**src/rtl/i_set_profile_gen_if.sv**
```systemverilog
// rtl/i_set_profile_gen_if.sv - control/setpoint bundle for the discharge current profile generator
interface i_set_profile_gen_if #(
    parameter int DW = 16,
    parameter int TW = 16
);
    logic          start;
    logic          abort;
    logic [15:0]   waveform;
    logic [TW-1:0] Ton_timer;
    logic [DW-1:0] Ip;
    logic [DW-1:0] rise_step;
    logic [DW-1:0] fall_step;
    logic [DW-1:0] i_set;
    logic          busy;
    logic          done;
    logic          err;

    modport master (
        output start, abort, waveform, Ton_timer, Ip, rise_step, fall_step,
        input  i_set, busy, done, err
    );

    modport slave (
        input  start, abort, waveform, Ton_timer, Ip, rise_step, fall_step,
        output i_set, busy, done, err
    );
endinterface

```
**src/rtl/i_set_profile_gen.sv**
```systemverilog
// rtl/i_set_profile_gen.sv - rectangle/triangle/trapezoid discharge current setpoint generator
module i_set_profile_gen #(
    parameter int DW = 16,
    parameter int TW = 16
) (
    input  logic                clk,
    input  logic                rst_n,
    i_set_profile_gen_if.slave  bus
);
    localparam logic [15:0] MODE_RECT = 16'h0001;
    localparam logic [15:0] MODE_TRI  = 16'h0002;
    localparam logic [15:0] MODE_TRAP = 16'h0004;

    typedef enum logic [1:0] {IDLE, RISE, HOLD, FALL} state_t;

    state_t        state_q;
    logic [TW-1:0] t_q;
    logic [15:0]   mode_q;
    logic [TW-1:0] ton_l_q;
    logic [DW-1:0] ip_l_q;
    logic [DW-1:0] rise_l_q;
    logic [DW-1:0] fall_l_q;
    logic [DW-1:0] i_set_q;
    logic          busy_q;
    logic          done_q;
    logic          err_q;

    logic [DW-1:0] fall_eff;
    logic [DW:0]   diff_w;
    logic [DW-1:0] sub_val;
    logic [DW:0]   sum_w;
    logic [DW-1:0] add_val;
    logic [TW:0]   t_inc;
    logic [TW-1:0] t_sat;
    logic          ton_hit;
    logic          rise_lim_hit;
    logic          start_ok;
    logic          is_tri;
    logic          is_rect;
    logic [DW-1:0] first_rise;

    // Saturating arithmetic on the latched profile; all comparisons are done one bit
    // wider so that Ton-1 style thresholds never underflow and ramps never wrap.
    always_comb begin
        fall_eff     = (fall_l_q == '0) ? '1 : fall_l_q;
        diff_w       = {1'b0, i_set_q} - {1'b0, fall_eff};
        sub_val      = diff_w[DW] ? '0 : diff_w[DW-1:0];
        sum_w        = {1'b0, i_set_q} + {1'b0, rise_l_q};
        add_val      = (sum_w > {1'b0, ip_l_q}) ? ip_l_q : sum_w[DW-1:0];
        t_inc        = {1'b0, t_q} + {{TW{1'b0}}, 1'b1};
        t_sat        = (&t_q) ? t_q : t_inc[TW-1:0];
        is_tri       = (mode_q == MODE_TRI);
        is_rect      = (mode_q == MODE_RECT);
        ton_hit      = (t_inc >= {1'b0, ton_l_q});
        rise_lim_hit = is_tri ? (t_inc >= {1'b0, (ton_l_q >> 1)}) : ton_hit;
        start_ok     = ((bus.waveform == MODE_RECT) || (bus.waveform == MODE_TRI) ||
                        (bus.waveform == MODE_TRAP)) && (bus.Ton_timer != '0);
        first_rise   = (bus.rise_step < bus.Ip) ? bus.rise_step : bus.Ip;
    end

    // Profile FSM with registered setpoint and status outputs.
    always_ff @(posedge clk or negedge rst_n) begin
        if (!rst_n) begin
            state_q  <= IDLE;
            t_q      <= '0;
            mode_q   <= '0;
            ton_l_q  <= '0;
            ip_l_q   <= '0;
            rise_l_q <= '0;
            fall_l_q <= '0;
            i_set_q  <= '0;
            busy_q   <= 1'b0;
            done_q   <= 1'b0;
            err_q    <= 1'b0;
        end else begin
            done_q <= 1'b0;
            err_q  <= 1'b0;
            case (state_q)
                IDLE: begin
                    i_set_q <= '0;
                    if (bus.start) begin
                        if (start_ok) begin
                            mode_q   <= bus.waveform;
                            ton_l_q  <= bus.Ton_timer;
                            ip_l_q   <= bus.Ip;
                            rise_l_q <= bus.rise_step;
                            fall_l_q <= bus.fall_step;
                            t_q      <= '0;
                            busy_q   <= 1'b1;
                            if (bus.waveform == MODE_RECT) begin
                                state_q <= HOLD;
                                i_set_q <= bus.Ip;
                            end else begin
                                state_q <= RISE;
                                i_set_q <= first_rise;
                            end
                        end else begin
                            err_q <= 1'b1;
                        end
                    end
                end
                RISE: begin
                    t_q <= t_sat;
                    if (bus.abort) begin
                        state_q <= FALL;
                        i_set_q <= sub_val;
                    end else if ((i_set_q == ip_l_q) || rise_lim_hit) begin
                        if (is_tri || ton_hit) begin
                            state_q <= FALL;
                            i_set_q <= sub_val;
                        end else begin
                            state_q <= HOLD;
                        end
                    end else begin
                        i_set_q <= add_val;
                    end
                end
                HOLD: begin
                    t_q <= t_sat;
                    if (bus.abort || ton_hit) begin
                        if (is_rect) begin
                            state_q <= IDLE;
                            i_set_q <= '0;
                            busy_q  <= 1'b0;
                            done_q  <= 1'b1;
                        end else begin
                            state_q <= FALL;
                            i_set_q <= sub_val;
                        end
                    end
                end
                default: begin
                    i_set_q <= sub_val;
                    if (sub_val == '0) begin
                        state_q <= IDLE;
                        busy_q  <= 1'b0;
                        done_q  <= 1'b1;
                    end
                end
            endcase
        end
    end

    assign bus.i_set = i_set_q;
    assign bus.busy  = busy_q;
    assign bus.done  = done_q;
    assign bus.err   = err_q;
endmodule

```
**src/flat_wrapper.sv**
```systemverilog
// flat-port wrapper written by rule: the top's interface ports become plain ports
module i_set_profile_gen_flat 
#(
    parameter int DW = 16,
    parameter int TW = 16
)
  (clk, rst_n, bus_start, bus_abort, bus_waveform, bus_Ton_timer, bus_Ip, bus_rise_step, bus_fall_step, bus_i_set, bus_busy, bus_done, bus_err);
  i_set_profile_gen_if #(.DW(DW), .TW(TW)) bus_i ();
  input  logic clk;
  input  logic rst_n;
  input wire logic [$bits(bus_i.start)-1:0] bus_start;
  input wire logic [$bits(bus_i.abort)-1:0] bus_abort;
  input wire logic [$bits(bus_i.waveform)-1:0] bus_waveform;
  input wire logic [$bits(bus_i.Ton_timer)-1:0] bus_Ton_timer;
  input wire logic [$bits(bus_i.Ip)-1:0] bus_Ip;
  input wire logic [$bits(bus_i.rise_step)-1:0] bus_rise_step;
  input wire logic [$bits(bus_i.fall_step)-1:0] bus_fall_step;
  output wire logic [$bits(bus_i.i_set)-1:0] bus_i_set;
  output wire logic [$bits(bus_i.busy)-1:0] bus_busy;
  output wire logic [$bits(bus_i.done)-1:0] bus_done;
  output wire logic [$bits(bus_i.err)-1:0] bus_err;
  assign bus_i.start = bus_start;
  assign bus_i.abort = bus_abort;
  assign bus_i.waveform = bus_waveform;
  assign bus_i.Ton_timer = bus_Ton_timer;
  assign bus_i.Ip = bus_Ip;
  assign bus_i.rise_step = bus_rise_step;
  assign bus_i.fall_step = bus_fall_step;
  assign bus_i_set = bus_i.i_set;
  assign bus_busy = bus_i.busy;
  assign bus_done = bus_i.done;
  assign bus_err = bus_i.err;
  i_set_profile_gen #(.DW(DW), .TW(TW)) u_core (.clk(clk), .rst_n(rst_n), .bus(bus_i));
endmodule
```
**config.mk**
```make
export PLATFORM = sky130hd
export DESIGN_NAME = i_set_profile_gen_flat
export DESIGN_NICKNAME = d
export VERILOG_FILES = /design/src/rtl/i_set_profile_gen_if.sv /design/src/rtl/i_set_profile_gen.sv /design/src/flat_wrapper.sv
export SDC_FILE = /design/constraint.sdc
export NUM_CORES = 1
export LEC_CHECK = 0
export CORE_ASPECT_RATIO = 0.5
export CORE_MARGIN = 1.5
export CORE_UTILIZATION = 39
export CTS_CLUSTER_DIAMETER = 60
export DETAILED_ROUTE_END_ITERATION = 8
export HOLD_SLACK_MARGIN = 0.1
export MAX_ROUTING_LAYER = met4
export PLACE_DENSITY = 0.63
export SLEW_MARGIN = 10
export SYNTH_ARGS = -nofsm -noshare
export SYNTH_HDL_FRONTEND = slang
export SYNTH_SLANG_ARGS = --single-unit
```
**constraint.sdc**
```tcl
create_clock -name clk -period 3.6 [get_ports clk]
set_input_delay 0.54 -clock clk [delete_from_list [all_inputs] [get_ports clk]]
set_output_delay 0.54 -clock clk [all_outputs]
set_load 0.01 [all_outputs]
```
# == Yosys cells after proc, flatten, opt, wreduce, memory -nomap -nowiden ==
# Cells that the tools add are included.
# Widths: inputs -> output; s select.
# totals
wordCells,96
register_bits,117
# op_classes
mux,41
eq_ne,15
order_cmp,4
addsub,3
n_bitwise,1
n_reduce_logical,21
# op_table
cell,n
$mux 16,15
$pmux 16 s3,1
$eq 16x1->1 const B,2
$eq 16x2->1 const B,2
$logic_not 16->1,2
$pmux 16 s2,1
$add 16x1->17 const B,1
$add 16x16->17,1
$ge 17x15->1,1
$ge 17x16->1,1
$gt 17x16->1,1
$sub 16x16->17,1
$eq 16x16->1,1
$eq 16x3->1 const B,1
$lt 16x16->1,1
$mux 2,8
$reduce_and 16->1,1
$reduce_bool 16->1,1
$mux 1,13
$ne 2x1->1 const B,3
$pmux 2 s3,1
$reduce_and 6->1,1
$logic_or 1x1->1,5
$reduce_and 5->1,1
other kinds (17),19

# == Depth between registers and ports, before layout ==
# logic_depth
depth_word,8
ltp_mapped,21
mapped_depth_nobuf,19

# == Worst setup path before layout ==
# No wires, ideal clock.
# synth_timing
path_kind,register to register
from,"reg u_core.i_set_q[1], in the netlist u_core.bus.i_set[1]"
to,"reg u_core.i_set_q[0], in the netlist u_core.bus.i_set[0]"
t_arrival_ps,3858
path_slack_ps,-397
setup_time_ps,139
n_path_buf,1
required_time_ps,3461
stages_incl_launch_ff,19
cell_sequence,dfrtp_1 > ha_1 > a211oi_1 > o21ai_0 > a31oi_1 > o31a_1 > o21bai_1 > a21oi_1 > xnor2_1 > ha_1 > nand4_1 > nor3_1 > a21boi_0 > a211oi_1 > o22a_1 > buf_2 > mux2_2 > a221oi_1 > a22oi_1
# synth_between
elab_chain_cells,6
word_cells_on_any_way,15
# synth_rtl
element,line,source
"start, declared",i_set_profile_gen.sv:23,logic [DW-1:0] i_set_q;
"start signal, assigned",i_set_profile_gen.sv:92,i_set_q <= bus.Ip;
"start signal, assigned",i_set_profile_gen.sv:95,i_set_q <= first_rise;
"start signal, assigned",i_set_profile_gen.sv:106,i_set_q <= sub_val;
$add 16x16->17 or $sub 16x16->17 (tied branches),"i_set_profile_gen.sv:48, i_set_profile_gen.sv:46",
$gt 17x16->1 or $mux 16 (tied branches),"i_set_profile_gen.sv:49, i_set_profile_gen.sv:47",
$mux 16 (on tied branches),"i_set_profile_gen.sv:49, i_set_profile_gen.sv:108",
$mux 16,i_set_profile_gen.sv:107,end else if ((i_set_q == ip_l_q) || rise_lim_hit) begin
$mux 16,i_set_profile_gen.sv:104,if (bus.abort) begin
$pmux 16 s3,i_set_profile_gen.sv:78,case (state_q)
# Several ways; a longest one is shown, not always the timed one. The select of a mux whose other input is x is not followed.
# A chain may end at the register's enable or synchronous reset.

# == Worst setup path after layout ==
# layout_timing
from,"reg u_core.i_set_q[7], in the netlist u_core.bus.i_set[7]"
to,"reg u_core.i_set_q[0], in the netlist u_core.bus.i_set[0]"
# The elaborated chain is that of the path after synthesis.

==> metrics.md <==
| Metric | Value |
|---|---|
| Setup Viol. Count Final | 20 |
| RSZ-0062 raised after global routing | yes |
| Area growth, synth to finish | 42.9% |
| Post-CTS Hold Buffers | 0 |
| Largest family of logic cells by synthesized area | compound AO/OA/AOI/OAI gates |
| Die H | 111 um |
| Synthesized area | 9070 um2 |
| CP max stage cell | or4_1 |
| Largest buffer count on any clock path | 2 |
| Htree depth | 4 |
| First-pass GRT wire length | 45.1 mm |
| Hold WS | 0.188 ns |
| Post-synth EDFFs | 0 |
| Adder-cell share of the synthesized area | 14.1% |
| Dpl ws | -0.423 ns |
| Vias | 8630 |
| Worst-Margin Slew | 0.828 ns |
| Clock root buffer | clkbuf_16 |
| Maxcap violations | 0 |
| Die area | 24200 um2 |
| Synth Area in Compound Gates | 18.4% |
| Initial antenna violation count | 0 |
| Synth Area in Simple Gates | 17.8% |
| TritonCTS clock tree | yes |
| Area of the multi-input gates | 6270 um2 |
| Synth area leaders | dfrtp_1 (32%), ha_1 (14%), mux2_2 (6.7%) |
| Sequential area share after synthesis | 32.3% |
| CP Cell Sequence | ha_1 > or4_1 > o22ai_4 > o21ai_1 > a21oi_1 > xnor2_1 > ha_1 > nand4_1 > nor3_2 > a21boi_2 > a211oi_2 > o22a_2 > mux2_4 > a221oi_2 > a22oi_2 |
| Number of global-route vias before repair | 8599 |
| Critical-path maximum fanout | 5 |
| Async S/R FF share, synth | 100% |
| R2R Setup Slk | -0.33 ns |
| DRT antenna net count | 0 |
| Core Area | 22800 um2 |
| I/O pin cnt | 103 |
| Fraction of layout cells with a size suffix above 1 | 29.6% |
| Post-DP HPWL | 21.9 mm |
| Failing checks | negative setup slack |
| Setup TNS | -3.16 ns |
| Synth Net Count | 1187 |
| Synth top area share | 32.3% |
| Ant. Diodes | 0 |
| Hold Fails Final Rpt | 0 |
| CTS Buf Count | 17 |
| GPL Wtd Cong | 0.952 |
| FF+latch count, synth | 117 |
| CTS clk-pin slew, worst paths | 0.06 ns |
| Residual DRC | 0 |
| CP top delay family | compound AO/OA/AOI/OAI gates |
| Worst slew margin | 44.8% |
| Setup crit end kind | flop |
| Mapped Cells | 1002 |
| Total routed wirelength | 28.5 mm |
| Sequential cell area | 2930 um2 |
| CP arrival | 4.25 ns |
| Worst path required time | 3.92 ns |
| Fmax | 254 MHz |
| PD cells | 449 nW/um2 |
| Mux contribution to synthesized area | 7.70% |
| Synth Flop Type | dfrtp_1 |
| Most Frequent Cell on Critical Path | ha_1 |
| Total chip power | 5.82 mW |
| Count of different cell masters after synthesis | 87 |
| Min cycle time layout | 3.93 ns |
| CP Buf/Inv Count | 0 |
| Die W | 219 um |
| Reg2reg path depth | 15 |
| Detailed Routing Iterations Pass 1 | 5 |
| Clk_lat worst skew | 0.44 ns |
| Crit share post-route | 109% |
| Post-DP Area | 11700 um2 |
| Ys Warns | 0 |
| Clock sinks | 117 |
| Total track usage | 24.6% |
| Fillers | 2016 |
| Avg Inst Size Synth | 9.05 um2 |
| Max-slew violations | 0 |
| R2R Path End | u_core.bus.i_set[0]$_DFFE_PN0P_ |
| Largest net degree at the start of global routing | 63 |
| Hold/Removal Path Class | in -> async |
| Final instance area | 13000 um2 |
| Wirelength per Cell | 17.8 um |
| DR vias/cell | 5.38 |
| Outcome | complete, but fails checks |
| Yosys top cell by area | dfrtp_1 |
| Site Rows | 39 |
| Final nets | 1468 |
| CP startpoint kind | flop |
| R2R Path Start | u_core.bus.i_set[7]$_DFFE_PN0P_ |
| GRT overflow | 0 |
| I/O Buffers | 102 |
| Skew final | 0.00824 ns |
| Initial Util | 39.7% |
| WS Path Type | reg -> reg |
| Fin worst setup slack | -0.333 ns |
| DR iter-0 viols | 618 |
| P_leak | 6.34 nW |
| Peak VDD IR | 0.316 mV |
| Synth Area in XOR/XNOR | 5.22% |
| Max incr delay on CP | 0.59 ns |
layer usage:
layer | GRT usage (%) | up-vias | wire length [um]
met5 | - | - | 0
met1 | 32.4 | 4198 | 13200
met2 | 38.6 | 181 | 13500
li1 | - | 4216 | -
met4 | 6.99 | 0 | 494
met3 | 4.47 | 35 | 1240
where the power goes:
group	switching, mW	leakage [nW]	total [mW]	internal, mW
clock network	0.686	0.284	1.78	1.09
registers	0.0547	1.62	1.44	1.38
logic	1.45	4.43	2.61	1.16
total	2.19	6.34	5.82	3.63
area by class of cell:
cell class / instances / share of cell area, %
multi-input cells: 788 / 48.4
flip-flops and latches: 117 / 22.6
clock inverters: 14 / 1.37
repair buffers: 293 / 19.4
clock buffers: 18 / 3.31
inverters: 66 / 1.93
well taps: 307 / 2.96
cells in the final DEF (no fill, tap or decap), drive strengths merged, types with 6 or more instances in the layout:
| cell type | n |
|---|---|
| buf | 192 |
| dfrtp | 117 |
| clkdlybuf4s50 | 101 |
| ha | 99 |
| nand2 | 92 |
| nor2 | 70 |
| inv | 69 |
| o21ai | 66 |
| a21oi | 57 |
| mux2 | 54 |
| xnor2 | 43 |
| nand3 | 39 |
| a21o | 28 |
| nor4 | 20 |
| clkbuf | 18 |
| nor3 | 18 |
| and2 | 16 |
| o21a | 13 |
| nand4 | 13 |
| xor2 | 11 |
| nor2b | 10 |
| a211oi | 10 |
| mux2i | 9 |
| nand2b | 8 |
| or2 | 7 |
| o21bai | 6 |
| o31ai | 6 |
| a22oi | 6 |
| or3 | 6 |
| o22ai | 6 |
per-stage QoR:
| stage | std cells | util (%) |
|---|---|---|
| final | 1603 | 56.7 |
| after global routing | 1603 | 56.7 |
| after CTS | 1591 | 54.8 |
| after detailed placement | 1553 | 51.3 |
| after global placement | 1553 | 51.3 |
| after floorplan | 1002 | - |
Yosys cell counts (4+ instances only):
master / count
buf_2: 4
and2_1: 16
a22oi_1: 6
inv_1: 65
xnor2_1: 43
nand4_1: 12
a21oi_1: 57
mux2i_1: 9
nor2b_1: 10
nor2_1: 69
ha_1: 99
clkbuf_1: 23
a31oi_1: 5
a211o_1: 4
o21ai_1: 8
a21o_1: 28
nor3_1: 16
o21ai_0: 57
o31ai_1: 6
a211oi_1: 10
dfrtp_1: 117
mux2_2: 54
o21a_1: 13
nand3_1: 37
o22ai_1: 6
nand2b_1: 8
nand2_1: 91
o21bai_1: 6
nand3b_1: 5
xor2_1: 11
nor4_1: 18
flip-flops by register name, indices dropped and copies added (netlist names):
signal	count
u_core.t_q	16
u_core.rise_l_q	16
u_core.bus.done	1
u_core.state_q	2
u_core.ip_l_q	16
u_core.bus.err	1
u_core.bus.i_set	16
u_core.fall_l_q	16
u_core.bus.busy	1
u_core.mode_q	16
u_core.ton_l_q	16
worst max-delay path by stage:
stage	startpoint	endpoint	cells past startpoint
4_1_cts	u_core.rise_l_q[0]$_DFFE_PN0P_	u_core.bus.i_set[0]$_DFFE_PN0P_	18
3_3_place_gp	u_core.bus.i_set[1]$_DFFE_PN0P_	u_core.bus.i_set[3]$_DFFE_PN0P_	18
3_5_place_dp	u_core.bus.i_set[1]$_DFFE_PN0P_	u_core.bus.i_set[4]$_DFFE_PN0P_	18
5_1_grt	u_core.bus.i_set[0]$_DFFE_PN0P_	u_core.bus.i_set[0]$_DFFE_PN0P_	18
2_1_floorplan	u_core.bus.i_set[0]$_DFFE_PN0P_	u_core.bus.i_set[0]$_DFFE_PN0P_	19
6_report	u_core.bus.i_set[7]$_DFFE_PN0P_	u_core.bus.i_set[0]$_DFFE_PN0P_	15
cell families (layout without fill, tap and decap cells):
| group | after synthesis | in the layout |
|---|---|---|
| AOI/OAI and AO/OA | 253 | 253 |
| adders and majority gates | 101 | 101 |
| and+or+nand+nor | 316 | 317 |
| DFF | 117 | 117 |
| buffers and inverters | 98 | 391 |
| xor gates and xnor gates | 54 | 54 |
| muxes | 63 | 63 |
what timing repair did:
action	in CTS	in global routing
buffers inserted	5	12
resized for setup	35	72
cloned	1	0
pin swaps	18	52
endpoints found under the setup margin	20	20
Power figures use the tool's default switching activity.
